--- src/rtl/gearbox_ctrl.sv ---
`default_nettype none
// ============================================================================
// Module  : gearbox_ctrl
// Brief   : N-gear automatic gearbox controller with hysteresis thresholds,
//           dwell debounce and post-shift hold-off. Define GEARBOX_KICKDOWN_EN
//           to enable single-sample kickdown below KICK_TH.
// Revision: 1.0  initial release
// ============================================================================
module gearbox_ctrl #(
    parameter int RPM_W    = 8,
    parameter int GEARS    = 5,
    parameter int UP_TH    = 200,
    parameter int DN_TH    = 80,
    parameter int DWELL    = 4,
    parameter int HOLD_CYC = 8,
    parameter int KICK_TH  = 30
) (
    input  logic                       clk,
    input  logic                       reset,
    input  logic [RPM_W-1:0]           rpm,
    input  logic                       rpm_valid,
    input  logic                       A,
    output logic [$clog2(GEARS+1)-1:0] gear,
    output logic [1:0]                 M,
    output logic                       AC
);

    localparam int c_gear_w = $clog2(GEARS + 1);
    localparam int c_cnt_w  = $clog2(DWELL + 1);
    localparam int c_hold_w = $clog2(HOLD_CYC + 1);

    localparam logic [RPM_W-1:0]    c_up_th    = RPM_W'(UP_TH);
    localparam logic [RPM_W-1:0]    c_dn_th    = RPM_W'(DN_TH);
    localparam logic [RPM_W-1:0]    c_kick_th  = RPM_W'(KICK_TH);
    localparam logic [c_gear_w-1:0] c_gears    = c_gear_w'(GEARS);
    localparam logic [c_gear_w-1:0] c_gear_one = c_gear_w'(1);
    localparam logic [c_cnt_w-1:0]  c_dwell    = c_cnt_w'(DWELL);
    localparam logic [c_cnt_w-1:0]  c_dwell_m1 = c_cnt_w'(DWELL - 1);
    localparam logic [c_cnt_w-1:0]  c_cnt_one  = c_cnt_w'(1);
    localparam logic [c_hold_w-1:0] c_hold_m1  = c_hold_w'(HOLD_CYC - 1);
    localparam logic [c_hold_w-1:0] c_hold_one = c_hold_w'(1);

`ifdef GEARBOX_KICKDOWN_EN
    localparam logic c_kick_en = 1'b1;
`else
    localparam logic c_kick_en = 1'b0;
`endif

    localparam logic [1:0] c_m_none = 2'b00;
    localparam logic [1:0] c_m_up   = 2'b01;
    localparam logic [1:0] c_m_down = 2'b10;

    typedef enum logic [1:0] {
        S_OFF     = 2'd0,
        S_NEUTRAL = 2'd1,
        S_DRIVE   = 2'd2,
        S_HOLD    = 2'd3
    } state_t;

    state_t              state_q, state_d;
    logic [c_gear_w-1:0] gear_q, gear_d;
    logic [1:0]          m_q, m_d;
    logic                ac_q, ac_d;
    logic [c_cnt_w-1:0]  up_cnt_q, up_cnt_d;
    logic [c_cnt_w-1:0]  dn_cnt_q, dn_cnt_d;
    logic [c_hold_w-1:0] hold_cnt_q, hold_cnt_d;

    logic w_up_smp;
    logic w_dn_smp;
    logic w_kick;

    assign w_up_smp = rpm_valid && (rpm >= c_up_th);
    assign w_dn_smp = rpm_valid && (rpm <= c_dn_th);
    assign w_kick   = c_kick_en && rpm_valid && (rpm <= c_kick_th) && (gear_q > c_gear_one);

    always_comb begin
        state_d    = state_q;
        gear_d     = gear_q;
        m_d        = c_m_none;
        up_cnt_d   = up_cnt_q;
        dn_cnt_d   = dn_cnt_q;
        hold_cnt_d = hold_cnt_q;

        if (!A) begin
            state_d    = S_OFF;
            gear_d     = '0;
            up_cnt_d   = '0;
            dn_cnt_d   = '0;
            hold_cnt_d = '0;
        end else begin
            case (state_q)
                S_OFF: begin
                    state_d    = S_NEUTRAL;
                    up_cnt_d   = '0;
                    dn_cnt_d   = '0;
                    hold_cnt_d = '0;
                end
                S_NEUTRAL: begin
                    dn_cnt_d = '0;
                    if (rpm_valid) begin
                        if (!w_up_smp) begin
                            up_cnt_d = '0;
                        end else if (up_cnt_q >= c_dwell_m1) begin
                            gear_d     = c_gear_one;
                            m_d        = c_m_up;
                            state_d    = S_HOLD;
                            up_cnt_d   = '0;
                            hold_cnt_d = '0;
                        end else begin
                            up_cnt_d = up_cnt_q + c_cnt_one;
                        end
                    end
                end
                S_DRIVE: begin
                    if (w_kick) begin
                        gear_d     = gear_q - c_gear_one;
                        m_d        = c_m_down;
                        state_d    = S_HOLD;
                        up_cnt_d   = '0;
                        dn_cnt_d   = '0;
                        hold_cnt_d = '0;
                    end else if (w_up_smp) begin
                        dn_cnt_d = '0;
                        if (up_cnt_q >= c_dwell_m1) begin
                            if (gear_q < c_gears) begin
                                gear_d     = gear_q + c_gear_one;
                                m_d        = c_m_up;
                                state_d    = S_HOLD;
                                up_cnt_d   = '0;
                                hold_cnt_d = '0;
                            end else begin
                                // Top gear: streak pins at DWELL, no shift.
                                up_cnt_d = c_dwell;
                            end
                        end else begin
                            up_cnt_d = up_cnt_q + c_cnt_one;
                        end
                    end else if (w_dn_smp) begin
                        up_cnt_d = '0;
                        if (dn_cnt_q >= c_dwell_m1) begin
                            gear_d     = gear_q - c_gear_one;
                            m_d        = c_m_down;
                            state_d    = S_HOLD;
                            dn_cnt_d   = '0;
                            hold_cnt_d = '0;
                        end else begin
                            dn_cnt_d = dn_cnt_q + c_cnt_one;
                        end
                    end else if (rpm_valid) begin
                        up_cnt_d = '0;
                        dn_cnt_d = '0;
                    end
                end
                S_HOLD: begin
                    up_cnt_d = '0;
                    dn_cnt_d = '0;
                    if (w_kick) begin
                        gear_d     = gear_q - c_gear_one;
                        m_d        = c_m_down;
                        hold_cnt_d = '0;
                    end else if (hold_cnt_q >= c_hold_m1) begin
                        hold_cnt_d = '0;
                        state_d    = (gear_q != '0) ? S_DRIVE : S_NEUTRAL;
                    end else begin
                        hold_cnt_d = hold_cnt_q + c_hold_one;
                    end
                end
                default: begin
                    state_d    = S_OFF;
                    gear_d     = '0;
                    up_cnt_d   = '0;
                    dn_cnt_d   = '0;
                    hold_cnt_d = '0;
                end
            endcase
        end

        ac_d = (state_d != S_OFF);
    end

    always_ff @(posedge clk) begin
        if (reset) begin
            state_q    <= S_OFF;
            gear_q     <= '0;
            m_q        <= c_m_none;
            ac_q       <= 1'b0;
            up_cnt_q   <= '0;
            dn_cnt_q   <= '0;
            hold_cnt_q <= '0;
        end else begin
            state_q    <= state_d;
            gear_q     <= gear_d;
            m_q        <= m_d;
            ac_q       <= ac_d;
            up_cnt_q   <= up_cnt_d;
            dn_cnt_q   <= dn_cnt_d;
            hold_cnt_q <= hold_cnt_d;
        end
    end

    assign gear = gear_q;
    assign M    = m_q;
    assign AC   = ac_q;

endmodule
`default_nettype wire

--- config.mk ---
export PLATFORM = sky130hd
export DESIGN_NAME = gearbox_ctrl
export DESIGN_NICKNAME = d
export VERILOG_FILES = /design/src/rtl/gearbox_ctrl.sv
export SDC_FILE = /design/constraint.sdc
export NUM_CORES = 1
export LEC_CHECK = 0
export BUFFER_PORTS_ARGS = -buffer_cell sky130_fd_sc_hd__buf_4
export CAP_MARGIN = 15
export CORE_MARGIN = 4
export CORE_UTILIZATION = 28
export DETAILED_ROUTE_END_ITERATION = 16
export PLACE_DENSITY = 0.45
export SYNTH_ARGS = -nofsm -noshare
export SYNTH_HDL_FRONTEND = slang
export SYNTH_SLANG_ARGS = --single-unit
--- constraint.sdc ---
create_clock -name clk -period 2.8 [get_ports clk]
set_clock_uncertainty 0.15 [all_clocks]
set_input_delay 0.56 -clock clk [delete_from_list [all_inputs] [get_ports clk]]
set_output_delay 0.56 -clock clk [all_outputs]
set_load 0.005 [all_outputs]
=== Yosys cells after proc, flatten, opt, wreduce, memory -nomap -nowiden ===
Index checks and enable logic that the tools add are counted.

* Flip-flop bits (word level): 18
* Input bits: 12
* Logic and storage cells: 95

* Add/subtract/negate cells: 5
* Magnitude comparators: 6
* Eq/ne operators: 11
* Mux-type cells: 53
* Bitwise operators: 1
* Reduce and logical (&&, ||, !) cells: 12

{| class="wikitable"
|+ Operator list
! kind !! count
|-
| $mux W3 || 19
|-
| $mux W4 || 9
|-
| $mux W2 || 14
|-
| $pmux W4 S4 || 1
|-
| $ne A3 B3 Y1 const B || 4
|-
| $pmux W3 S2 || 2
|-
| $add A3 B1 Y3 const B || 3
|-
| $pmux W3 S3 || 1
|-
| $ge A8 B8 Y1 const B || 1
|-
| $le A8 B7 Y1 const B || 1
|-
| $pmux W2 S4 || 1
|-
| $reduce_and A8 Y1 || 1
|-
| $reduce_and A7 Y1 || 1
|-
| $ge A3 B2 Y1 const B || 2
|-
| $ne A2 B2 Y1 const B || 3
|-
| $mux W1 || 5
|-
| $add A4 B1 Y4 const B || 1
|-
| $eq A2 B2 Y1 const B || 2
|-
| $ge A4 B3 Y1 const B || 1
|-
| $ne A4 B4 Y1 const B || 1
|-
| $pmux W2 S2 || 1
|-
| $reduce_bool A2 Y1 || 2
|-
| $reduce_or A2 Y1 || 2
|-
| $lt A3 B3 Y1 const B || 1
|-
| other kinds (8) || 9
|}

=== Depth between registers and ports, before layout ===
Gate-level depths: netlist of run 1.

* Depth after elaboration: 7
* Depth in mapped cells: 8

=== Worst setup path after synthesis of run 1 ===
Ideal clock, no wire load.

* Path kind: in2reg
* Start: input port rpm[7]
* End: register gear_q[2] (netlist: gear[2])
* Data arrival time: 1989 ps
* Data required time: 2558 ps
* Path slack: 569 ps
* Stages: 8
* Buffers on the path: 0
* Cells stage by stage: nand3_1 > nor2_1 > inv_2 > fa_1 > xnor2_1 > a211oi_1 > a31oi_1 > o32ai_1

* Cells in the longest elaborated chain, start to end: 4

{| class="wikitable"
|+ RTL lines
! what !! line !! RTL
|-
| start: declaration || 20 || <nowiki>input logic [RPM_W-1:0] rpm,</nowiki>
|-
| $ge A8 B8 Y1 or $le A8 B7 Y1 (tied branches) || 72, 73 ||
|-
| $logic_and A1 B1 Y1 (on tied branches) || 72, 73 ||
|-
| $ne A3 B3 Y1 (no source line) (tied with other cells) || -- ||
|-
| $reduce_and A8 Y1 (no source line) or $pmux W3 S2 (tied branches) || -- ||
|-
| end signal: assignment || 192 || <nowiki>gear_q <= gear_d;</nowiki>
|-
| end: declaration || 61 || <nowiki>logic [c_gear_w-1:0] gear_q, gear_d;</nowiki>
|}

Parallel ways exist; a longest one is shown, timed or not.
A chain may end at the register's enable or synchronous reset.

=== Final worst setup path of run 1 ===
* Start: register dn_cnt_q[0]
* End: register gear_q[0] (netlist: gear[0])

* Cells in the longest elaborated chain, start to end: 3

{| class="wikitable"
|+ RTL lines
! what !! line !! RTL
|-
| start: declaration || 65 || <nowiki>logic [c_cnt_w-1:0] dn_cnt_q, dn_cnt_d;</nowiki>
|-
| start signal: assignment || 196 || <nowiki>dn_cnt_q <= dn_cnt_d;</nowiki>
|-
| $ge A3 B2 Y1 || 140 || <nowiki>if (dn_cnt_q >= c_dwell_m1) begin</nowiki>
|-
| $ne A3 B3 Y1 (no source line) || -- ||
|-
| $reduce_and A8 Y1 (no source line) || -- ||
|}

No other way between the ends.

==> results.py, run 1 <==
metrics = {
    "critical_path": {
        "critPathMaxStageDelay_ps": 440,
        "crit_required_ps": 2790,
        "r2r-end": "gear[0]",
        "critPathArrivalTime_ps": 2240,
        "r2r_setup_slack_ps": 550,
        "endpoint_kind": "flip-flop",
        "worst_r2r_path_depth": 7,
        "cp-start-kind": "flip-flop",
        "path_cells": "ha_1 -> ha_1 -> a211oi_1 -> a211oi_2 -> o21ai_1 -> o21ai_1 -> o211a_1",
        "crit_path_top_delay_cell": "a211oi_1",
        "critPathKind": "flip-flop to flip-flop",
        "path_max_fanout": 5,
        "r2r_start": "dn_cnt_q[0]",
    },
    "route": {
        "first_pass_iters": 4,
        "routed_wirelength_mm": 2.723,
        "initialDrtViolationCount": 54,
        "routedWlPerCell_microns": 13.62,
        "drc": 0,
        "antenna_left": 0,
        "via_per_inst": 5.305,
        "via_count": 1061,
    },
    "clock_tree": {
        "clk_latency_ps": 250,
        "cts_tree": "yes",
        "h-tree-depth": 1,
        "clk_pin_slew_worst_paths_ps": 70,
        "cts_sinks": 18,
        "cts_hold_buf": 0,
        "cts_resized": 0,
        "ctsLongestPathBuffers": 2,
        "root_buffer": "clkbuf_8",
        "cts_buffers": 3,
        "cts_setup_buffers": 0,
    },
    "synth": {
        "async_reset_ff_share_pct": 0,
        "synth_edf_count": 0,
        "syn_nets": 157,
        "synth_top_area_share_pct": 31.72,
        "synthDistinctLibCells": 45,
        "yosysWarnings": 0,
        "ys_ff_latch": 18,
        "syn_area_sq_um": 1136,
        "yosysTopAreaCell": "dfxtp_1",
        "synthTopCellsByArea": "dfxtp_1 (32%), ha_1 (9.9%), nand2_1 (3.6%)",
        "ys_seq_area_share_pct": 31.72,
        "synth_ff_type": "dfxtp_1",
        "syn_inst": 135,
        "avgSynthCellArea_sq_um": 8.415,
    },
    "final_layout": {
        "drive_above_1_share_pct": 19.74,
        "layout.nets": 176,
        "final_area_sq_um": 1356,
        "n_antenna_cell": 0,
        "utilization_pct": 35.70,
        "final_cells": 200,
        "syn2layout_area_growth_pct": 19.38,
    },
    "sta": {
        "rsz0062_at_grt": "no",
        "min_period_over_period_pct": 80.22,
        "setup_tns_ps": 0,
        "whs_ps": 341.6,
        "max_freq_mhz": 445.2,
        "slew_headroom_pct": 67.51,
        "tightest_slew_ps": 484.2,
        "maxSlewViolCount": 0,
        "setup_ws_ps": 553.9,
        "period_needed_ps": 2246,
        "setup_viol": 0,
        "timing_hold_violations_final": 0,
    },
    "floorplanning": {
        "num_rows": 22,
        "die_y_microns": 71.70,
        "start_util_pct": 29.91,
        "io_pins": 18,
        "core_sq_um": 3799,
        "die-area_sq_um": 5141,
        "fp.dieW_microns": 71.70,
    },
    "grt": {
        "grt_pass1_vias": 1073,
        "antenna_found_initial": 0,
        "grt_max_degree": 11,
        "overflow": 0,
        "grtUsageTotal_pct": 11.75,
        "grt_pass1_wl_mm": 4.871,
    },
    "placed_design": {
        "io_buffers": 17,
        "gp_congestion": 0.7748,
        "dp_hpwl_mm": 2.193,
        "dp.cells": 197,
        "placed_area_sq_um": 1315,
        "dp_slack_ps": 290.0,
    },
    "min_path": {
        "hp-class": "flip-flop to flip-flop",
        "hold_path_depth": 2,
        "min_to": "dn_cnt_q[1]",
        "hold_start": "dn_cnt_q[1]",
    },
    "power": {
        "total_power_mw": 0.4833,
        "p_leak_nw": 0.5270,
        "p_per_area_nw_per_um2": 356.3,
        "irDropWorstVdd_uv": 210.6,
    },
    "flow_run": {
        "drv_cap": 0,
    },
    "status": {
        "status": "complete, no violations",
    },
}
[Yosys cell counts (2+ instances only)]
master,instances
a211oi_1,3
a211oi_2,2
a21oi_1,8
a31oi_1,3
and2_1,3
and3_1,4
clkbuf_1,2
dfxtp_1,18
ha_1,9
inv_1,8
nand2_1,11
nand3_1,4
nand4_1,3
nor2_1,7
nor2b_1,5
nor3_1,5
o211ai_1,2
o21ai_0,6
o21ai_1,5
or3_1,2
[placed cells by master (no fill, tap or decap), types with 2 or more instances in the layout]
cell / n
a211oi_1: 3
a211oi_2: 2
a21oi_1: 8
a31oi_1: 3
and2_1: 3
and3_1: 4
buf_4: 18
clkbuf_8: 3
dfxtp_1: 18
ha_1: 9
inv_1: 8
nand2_1: 11
nand3_1: 4
nand4_1: 3
nor2_1: 7
nor2b_1: 5
nor3_1: 5
o211ai_1: 2
o21ai_0: 6
o21ai_1: 5
or3_1: 2
[registers in the layout, indices dropped and copies added (netlist names)]
signal and count:
gear 3, up_cnt_q 3, M 2, dn_cnt_q 3, AC 1, state_q 2
hold_cnt_q 4
[worst max-delay path: cells and delay by family, from the launching register on]
kind            cells  cell delay, ps
fa+ha+maj           2             390
compound gates      5            1260
flops               1             340
[worst max-delay path by stage]
stage / cells after the start / to / startpoint
3_5_place_dp: 9 / gear[2] / rpm_valid
6_report: 7 / gear[0] / dn_cnt_q[0]
5_1_grt: 9 / gear[2] / rpm_valid
4_1_cts: 7 / gear[0] / dn_cnt_q[0]
2_1_floorplan: 8 / gear[2] / rpm[7]
3_3_place_gp: 9 / gear[2] / rpm_valid
[cell families after synthesis]
group,synth area share [%]
mux,0.8811
buf+inv,4.405
xor+xnor,0.7711
fa+ha+maj,11.67
simple gates,23.35
flops,31.72
compound gates,27.20
[report_power, final]
part	switching (mW)	internal [mW]	leakage (nW)	total, mW
clock	0.0818	0.0955	0.0216	0.177
sequential	0.00122	0.258	0.145	0.259
combinational	0.0262	0.0208	0.360	0.0470
total	0.109	0.374	0.527	0.483
[layer usage]
metal | GRT usage, % | vias up | wire, microns
li1 | - | 533 | -
met1 | 14.43 | 510 | 1282
met2 | 19.59 | 14 | 1310
met3 | 3.226 | 4 | 91
met4 | 4.175 | 0 | 39
met5 | 0 | - | 0
[layout make-up]
cell class                 instances  area [sq um]
tap                               48         60.06
multi-input combinational        104         725.7
inverter                           9         33.78
clock buffer                       3         41.29
fill                             397          2442
sequential                        18         360.3
timing repair buffer              18         135.1
Note: power is estimated with default switching activity, not from simulation.
==> run 2: changes to the inputs <==
ABC_AREA = 1   (was not set)
PLACE_DENSITY = 0.47   (was 0.45)
clock period = 2 ns   (was 2.8 ns; I/O delays follow)
==> run 2 against run 1 <==
Net effect: register-to-register slack worse by 400 ps; worst setup slack worse by 400 ps; highest routed layer unchanged; sequential cell count stayed put; critical path type unchanged; critical endpoint is now hold_cnt_q[2]; largest cell class unchanged; core utilization is 0.11 points higher.
==> results.py, run 2 <==
metrics = {
    "status": {
        "status": "complete, no violations",
    },
    "power": {
        "p_leak_nw": 0.6700,
        "p_per_area_nw_per_um2": 483.6,
        "p_sw_share_pct": 25.09,
        "internal_power_mw": 0.5339,
        "power_frac_seq_pct": 51.1,
        "combPwrFrac_pct": 12.5,
        "irDropWorstVdd_uv": 183.8,
        "switchingPower_mw": 0.1789,
        "pwr-share-clk_pct": 36.4,
    },
    "synth": {
        "syn_nets": 198,
        "synth_top_area_share_pct": 29.36,
        "synth_commonest_cells": "nand2_1 (42), inv_1 (26), nor2_1 (22)",
        "ys_seq_area_share_pct": 29.36,
        "synthTopCellsByArea": "dfxtp_1 (29%), nand2_1 (13%), ha_1 (9.2%)",
        "yosysTopAreaCell": "dfxtp_1",
        "synth_edf_count": 0,
        "syn_inst": 176,
        "avgSynthCellArea_sq_um": 6.974,
        "yosysWarnings": 0,
        "synthDistinctLibCells": 28,
        "synth.most_common_cell": "nand2_1",
        "async_reset_ff_share_pct": 0,
        "syn_area_sq_um": 1227,
        "synth_ff_type": "dfxtp_1",
        "ys_ff_latch": 18,
    },
    "final_layout": {
        "final_area_sq_um": 1474,
        "final_cell_mix": "nand2_1 (40), inv_1 (26), nor2_1 (22)",
        "largest-register": "hold_cnt_q",
        "n_antenna_cell": 0,
        "layout.nets": 221,
        "largest_reg_flops": 4,
        "drive_above_1_share_pct": 20.30,
        "syn2layout_area_growth_pct": 20.08,
        "final_common_cell": "nand2_1",
    },
    "critical_path": {
        "endpoint_kind": "flip-flop",
        "path_cells": "ha_1 -> ha_1 -> nor2_1 -> nand2_2 -> nor2_1 -> nor2_2 -> nor2_2 -> nand2_4 -> nand2_4 -> nand2_1 -> a21oi_1",
        "r2r_start": "up_cnt_q[0]",
        "crit_required_ps": 2040,
        "critPathKind": "flip-flop to flip-flop",
        "r2r-end": "hold_cnt_q[2]",
        "crit_path_top_delay_cell": "dfxtp_1",
        "path_max_fanout": 8,
        "r2r_setup_slack_ps": 150,
        "critPathArrivalTime_ps": 1890,
        "cp-start-kind": "flip-flop",
        "critPathMaxStageDelay_ps": 340,
        "worst_r2r_path_depth": 11,
    },
    "grt": {
        "grt_pass1_wl_mm": 4.747,
        "antenna_found_initial": 0,
        "overflow": 0,
        "grtUsageTotal_pct": 11.07,
        "grt_max_degree": 12,
        "grt_pass1_vias": 1079,
    },
    "clock_tree": {
        "cts_tree": "yes",
        "ctsLongestPathBuffers": 2,
        "cts_resized": 0,
        "clk_latency_ps": 260,
        "cts_buffers": 3,
        "root_buffer": "clkbuf_8",
        "cts_sinks": 18,
        "clk_pin_slew_worst_paths_ps": 70,
        "cts_hold_buf": 0,
        "cts_setup_buffers": 0,
        "h-tree-depth": 1,
    },
    "floorplanning": {
        "die_y_microns": 74.21,
        "die-area_sq_um": 5507,
        "start_util_pct": 29.83,
        "io_pins": 18,
        "core_sq_um": 4115,
        "num_rows": 23,
        "fp.dieW_microns": 74.21,
    },
    "route": {
        "via_per_inst": 4.644,
        "via_count": 1147,
        "first_pass_iters": 4,
        "antenna_left": 0,
        "routed_wirelength_mm": 2.691,
        "drc": 0,
        "initialDrtViolationCount": 36,
        "routedWlPerCell_microns": 10.89,
    },
    "min_path": {
        "hold_path_depth": 2,
        "min_to": "up_cnt_q[0]",
        "hold_start": "rpm_valid",
        "hp-class": "primary input to flip-flop",
    },
    "placed_design": {
        "dp_hpwl_mm": 2.170,
        "placed_area_sq_um": 1419,
        "io_buffers": 17,
        "gp_congestion": 0.7427,
        "dp_slack_ps": 72.21,
    },
    "sta": {
        "max_freq_mhz": 540.7,
        "min_period_over_period_pct": 92.48,
        "timing_hold_violations_final": 0,
        "setup_viol": 0,
        "setup_ws_ps": 150.5,
        "tightest_slew_ps": 416.6,
        "period_needed_ps": 1850,
        "slew_headroom_pct": 72.19,
        "maxSlewViolCount": 0,
    },
    "flow_run": {
        "drv_cap": 0,
    },
}
run 2: changes by cell type after synthesis, sizes merged, moves of 3 or more:
cell / before / now
a211oi: 5 / 0
a21oi: 8 / 12
and2: 3 / 0
and3: 4 / 0
inv: 9 / 28
nand2: 11 / 46
nand3: 4 / 9
nand4: 3 / 7
nor2: 8 / 26
nor2b: 5 / 0
nor3: 6 / 2
run 2: final cells by class:
| type | count | area, sq um |
|---|---|---|
| inverter | 28 | 110.1 |
| tap | 50 | 62.56 |
| fill | 454 | 2641 |
| timing repair buffer | 21 | 157.7 |
| clock buffer | 3 | 41.29 |
| multi-input combinational | 127 | 742.0 |
| sequential | 18 | 360.3 |
run 2: critical path: cells and delay by family, from the launching register on:
kind / cells / cell delay [ps]
AND/OR/NAND/NOR: 8 / 780
adder cells (fa/ha/maj): 2 / 380
flip-flops: 1 / 340
AO/OA/AOI/OAI: 1 / 120
run 2: worst max path at each step:
stage	from	end	slack (ps)	cells past startpoint
3_3_place_gp	rpm_valid	gear[2]	120	9
2_1_floorplan	rpm_valid	gear[2]	160	9
5_1_grt	up_cnt_q[0]	hold_cnt_q[1]	-30	11
3_5_place_dp	rpm_valid	gear[2]	70	9
6_report	up_cnt_q[0]	hold_cnt_q[2]	150	11
4_1_cts	up_cnt_q[0]	hold_cnt_q[2]	110	11
run 2: logic make-up after synthesis:
| group | count (synthesis) | share of synthesized area [%] |
|---|---|---|
| buffers and inverters | 31 | 11.31 |
| AO/OA/AOI/OAI | 25 | 11.62 |
| flip-flops | 18 | 29.36 |
| XOR/XNOR | 2 | 1.427 |
| adder cells (fa/ha/maj) | 10 | 10.81 |
| AND/OR/NAND/NOR | 90 | 35.47 |
run 2: metrics by stage:
step                TNS (ps)  cells  utilization, %  total power [mW]  hold slack [ps]
floorplan                  0    176               -            0.4257            293.4
global placement           0    244           34.48            0.4606            304.4
detailed placement         0    244           34.48            0.4610            310.0
CTS                        0    247           35.48            0.7282            279.5
global route          -67.28    247           35.82            0.7591            313.2
finish                     0    247           35.82            0.7128            289.0
run 2: metal layers:
| metal | wire, microns | GRT usage (%) | up-vias |
|---|---|---|---|
| met5 | 0 | 0 | - |
| met4 | 37 | 2.964 | 0 |
| met3 | 113 | 2.973 | 4 |
| met2 | 1171 | 17.03 | 20 |
| met1 | 1368 | 15.33 | 517 |
| li1 | - | - | 606 |
run 2: power groups by stage:
stage	Combinational [mW]	Clock (mW)	Sequential (mW)
finish	0.0891	0.259	0.364
floorplan	0.0535	0	0.372
global route	0.101	0.294	0.364
global placement	0.0881	0	0.373
detailed placement	0.0885	0	0.372
CTS	0.0888	0.275	0.364
==> run 3: changes to the inputs <==
CORE_ASPECT_RATIO = 0.9   (was not set)
PLACE_DENSITY = 0.45   (was 0.47)
clock period = 2.08 ns   (was 2 ns; I/O delays follow)
==> run 3 against run 2 <==
Net effect: worst setup slack better by 70 ps; global-route usage increased by 0.17 points; sequential share of layout area fell by 0.25 points; die area about the same; critical path type unchanged; non-clock buffer count did not move; sequential cell count unchanged; largest cell class unchanged; critical path depth unchanged; highest routed layer unchanged.
==> results.py, run 3 (synthesis results as in run 2) <==
metrics = {
    "sta": {
        "period_needed_ps": 1859,
        "setup_viol": 0,
        "timing_hold_violations_final": 0,
        "rsz0062_at_grt": "no",
        "slew_headroom_pct": 72.58,
        "maxSlewViolCount": 0,
        "tightest_slew_ps": 410.8,
        "max_freq_mhz": 537.8,
        "setup_tns_ps": 0,
        "min_period_over_period_pct": 89.39,
    },
    "floorplanning": {
        "core_sq_um": 4156,
        "fp.dieW_microns": 77.79,
        "io_pins": 18,
        "die_y_microns": 70.81,
        "start_util_pct": 29.53,
        "die-area_sq_um": 5508,
        "num_rows": 22,
    },
    "critical_path": {
        "crit_family": "simple AND/OR/NAND/NOR gates",
        "path_max_fanout": 8,
        "critPathKind": "flip-flop to flip-flop",
        "cp-start-kind": "flip-flop",
        "worst_r2r_path_depth": 11,
        "r2r-end": "hold_cnt_q[2]",
        "crit_required_ps": 2120,
        "critPathArrivalTime_ps": 1900,
        "critPathMaxStageDelay_ps": 340,
        "r2r_start": "up_cnt_q[0]",
        "cp_num_buf_inv": 0,
        "r2r_setup_slack_ps": 220,
        "endpoint_kind": "flip-flop",
        "path_cells": "ha_1 -> ha_1 -> nor2_1 -> nand2_2 -> nor2_1 -> nor2_2 -> nor2_2 -> nand2_4 -> nand2_2 -> nand2_1 -> a21oi_1",
        "crit_path_top_delay_cell": "dfxtp_1",
    },
    "clock_tree": {
        "h-tree-depth": 1,
        "ctsLongestPathBuffers": 2,
        "cts_buffers": 3,
        "root_buffer": "clkbuf_8",
        "clk_latency_ps": 260,
        "cts_tree": "yes",
        "clk_pin_slew_worst_paths_ps": 70,
        "cts_sinks": 18,
    },
    "grt": {
        "grt_max_degree": 12,
        "overflow": 0,
        "top_usage_layer": "met2",
        "gr-usage-met3_pct": 2.417,
        "grt_use_met1_pct": 15.00,
        "grtUsageMet2_pct": 17.68,
        "antenna_found_initial": 0,
        "grt_pass1_wl_mm": 5.037,
        "grt_pass1_vias": 1173,
        "grtUsageTotal_pct": 11.24,
    },
    "final_layout": {
        "layout.nets": 221,
        "syn2layout_area_growth_pct": 21.30,
        "final_cell_mix": "nand2_1 (41), inv_1 (26), nor2_1 (22)",
        "largest_reg_flops": 4,
        "multi_input_area_sq_um": 730.7,
        "utilization_pct": 35.82,
        "largest-register": "hold_cnt_q",
        "drive_above_1_share_pct": 19.70,
        "final-seq-area_sq_um": 360.3,
        "n_antenna_cell": 0,
        "final_common_cell": "nand2_1",
        "fillers": 452,
    },
    "route": {
        "via_per_inst": 4.376,
        "routed_wirelength_mm": 2.779,
        "first_pass_iters": 4,
        "drc": 0,
        "routedWlPerCell_microns": 10.77,
        "via_count": 1129,
        "antenna_left": 0,
        "initialDrtViolationCount": 20,
    },
    "power": {
        "p_leak_nw": 0.6759,
        "irDropWorstVdd_uv": 216.8,
        "p_per_area_nw_per_um2": 488.2,
    },
    "min_path": {
        "hp-class": "primary input to flip-flop",
        "hold_start": "rpm_valid",
        "hold_path_depth": 2,
        "min_to": "up_cnt_q[0]",
    },
    "placed_design": {
        "dp_hpwl_mm": 2.252,
        "gp_congestion": 0.7631,
        "io_buffers": 17,
    },
    "flow_run": {
        "drv_cap": 0,
    },
    "status": {
        "status": "complete, no violations",
    },
}
[run 3: how the worst max path moves through the flow]
stage,end,cells after the start,from
after floorplan,gear[2],9,rpm_valid
after global placement,gear[2],9,rpm_valid
after detailed placement,gear[2],9,rpm_valid
after CTS,hold_cnt_q[3],11,up_cnt_q[0]
after global routing,hold_cnt_q[2],11,up_cnt_q[0]
final,hold_cnt_q[2],11,up_cnt_q[0]
[run 3: power by group]
group,internal [mW],switching (mW)
combinational,0.0366,0.0482
clock,0.168,0.123
sequential,0.347,0.00296
[run 3: area by class of cell]
class | count | share of cell area, %
Tap cell | 60 | 5.042
Timing Repair Buffer | 21 | 10.59
Multi-Input combinational cell | 127 | 49.08
Sequential cell | 18 | 24.20
Clock buffer | 4 | 3.697
Inverter | 28 | 7.395
[run 3: routing by layer]
metal,share of wire [%],routed length (microns)
met1,51,1409
met2,42,1179
met3,4.9,135
met4,2.0,55
met5,0,0
[run 3: timing repair]
action                                 in CTS  in global routing
setup endpoints to repair                   0                  5
hold buffers                                0                  0
endpoints found under the hold margin       0                  0
resized for setup                           0                  1
setup buffers                               0                  0
[run 3: through the flow]
stage	total power [mW]	setup WS [ps]	instance area, sq um	instances	hold WS [ps]
4_1_cts	0.7432	182.9	1486	258	312.5
5_1_grt	0.7697	16.65	1489	258	330.4
6_report	0.7268	220.7	1489	258	309.8
2_1_floorplan	0.4093	221.1	1227	176	293.4
3_5_place_dp	0.4442	151.4	1431	254	305.2
3_3_place_gp	0.4428	166.6	1431	254	307.7
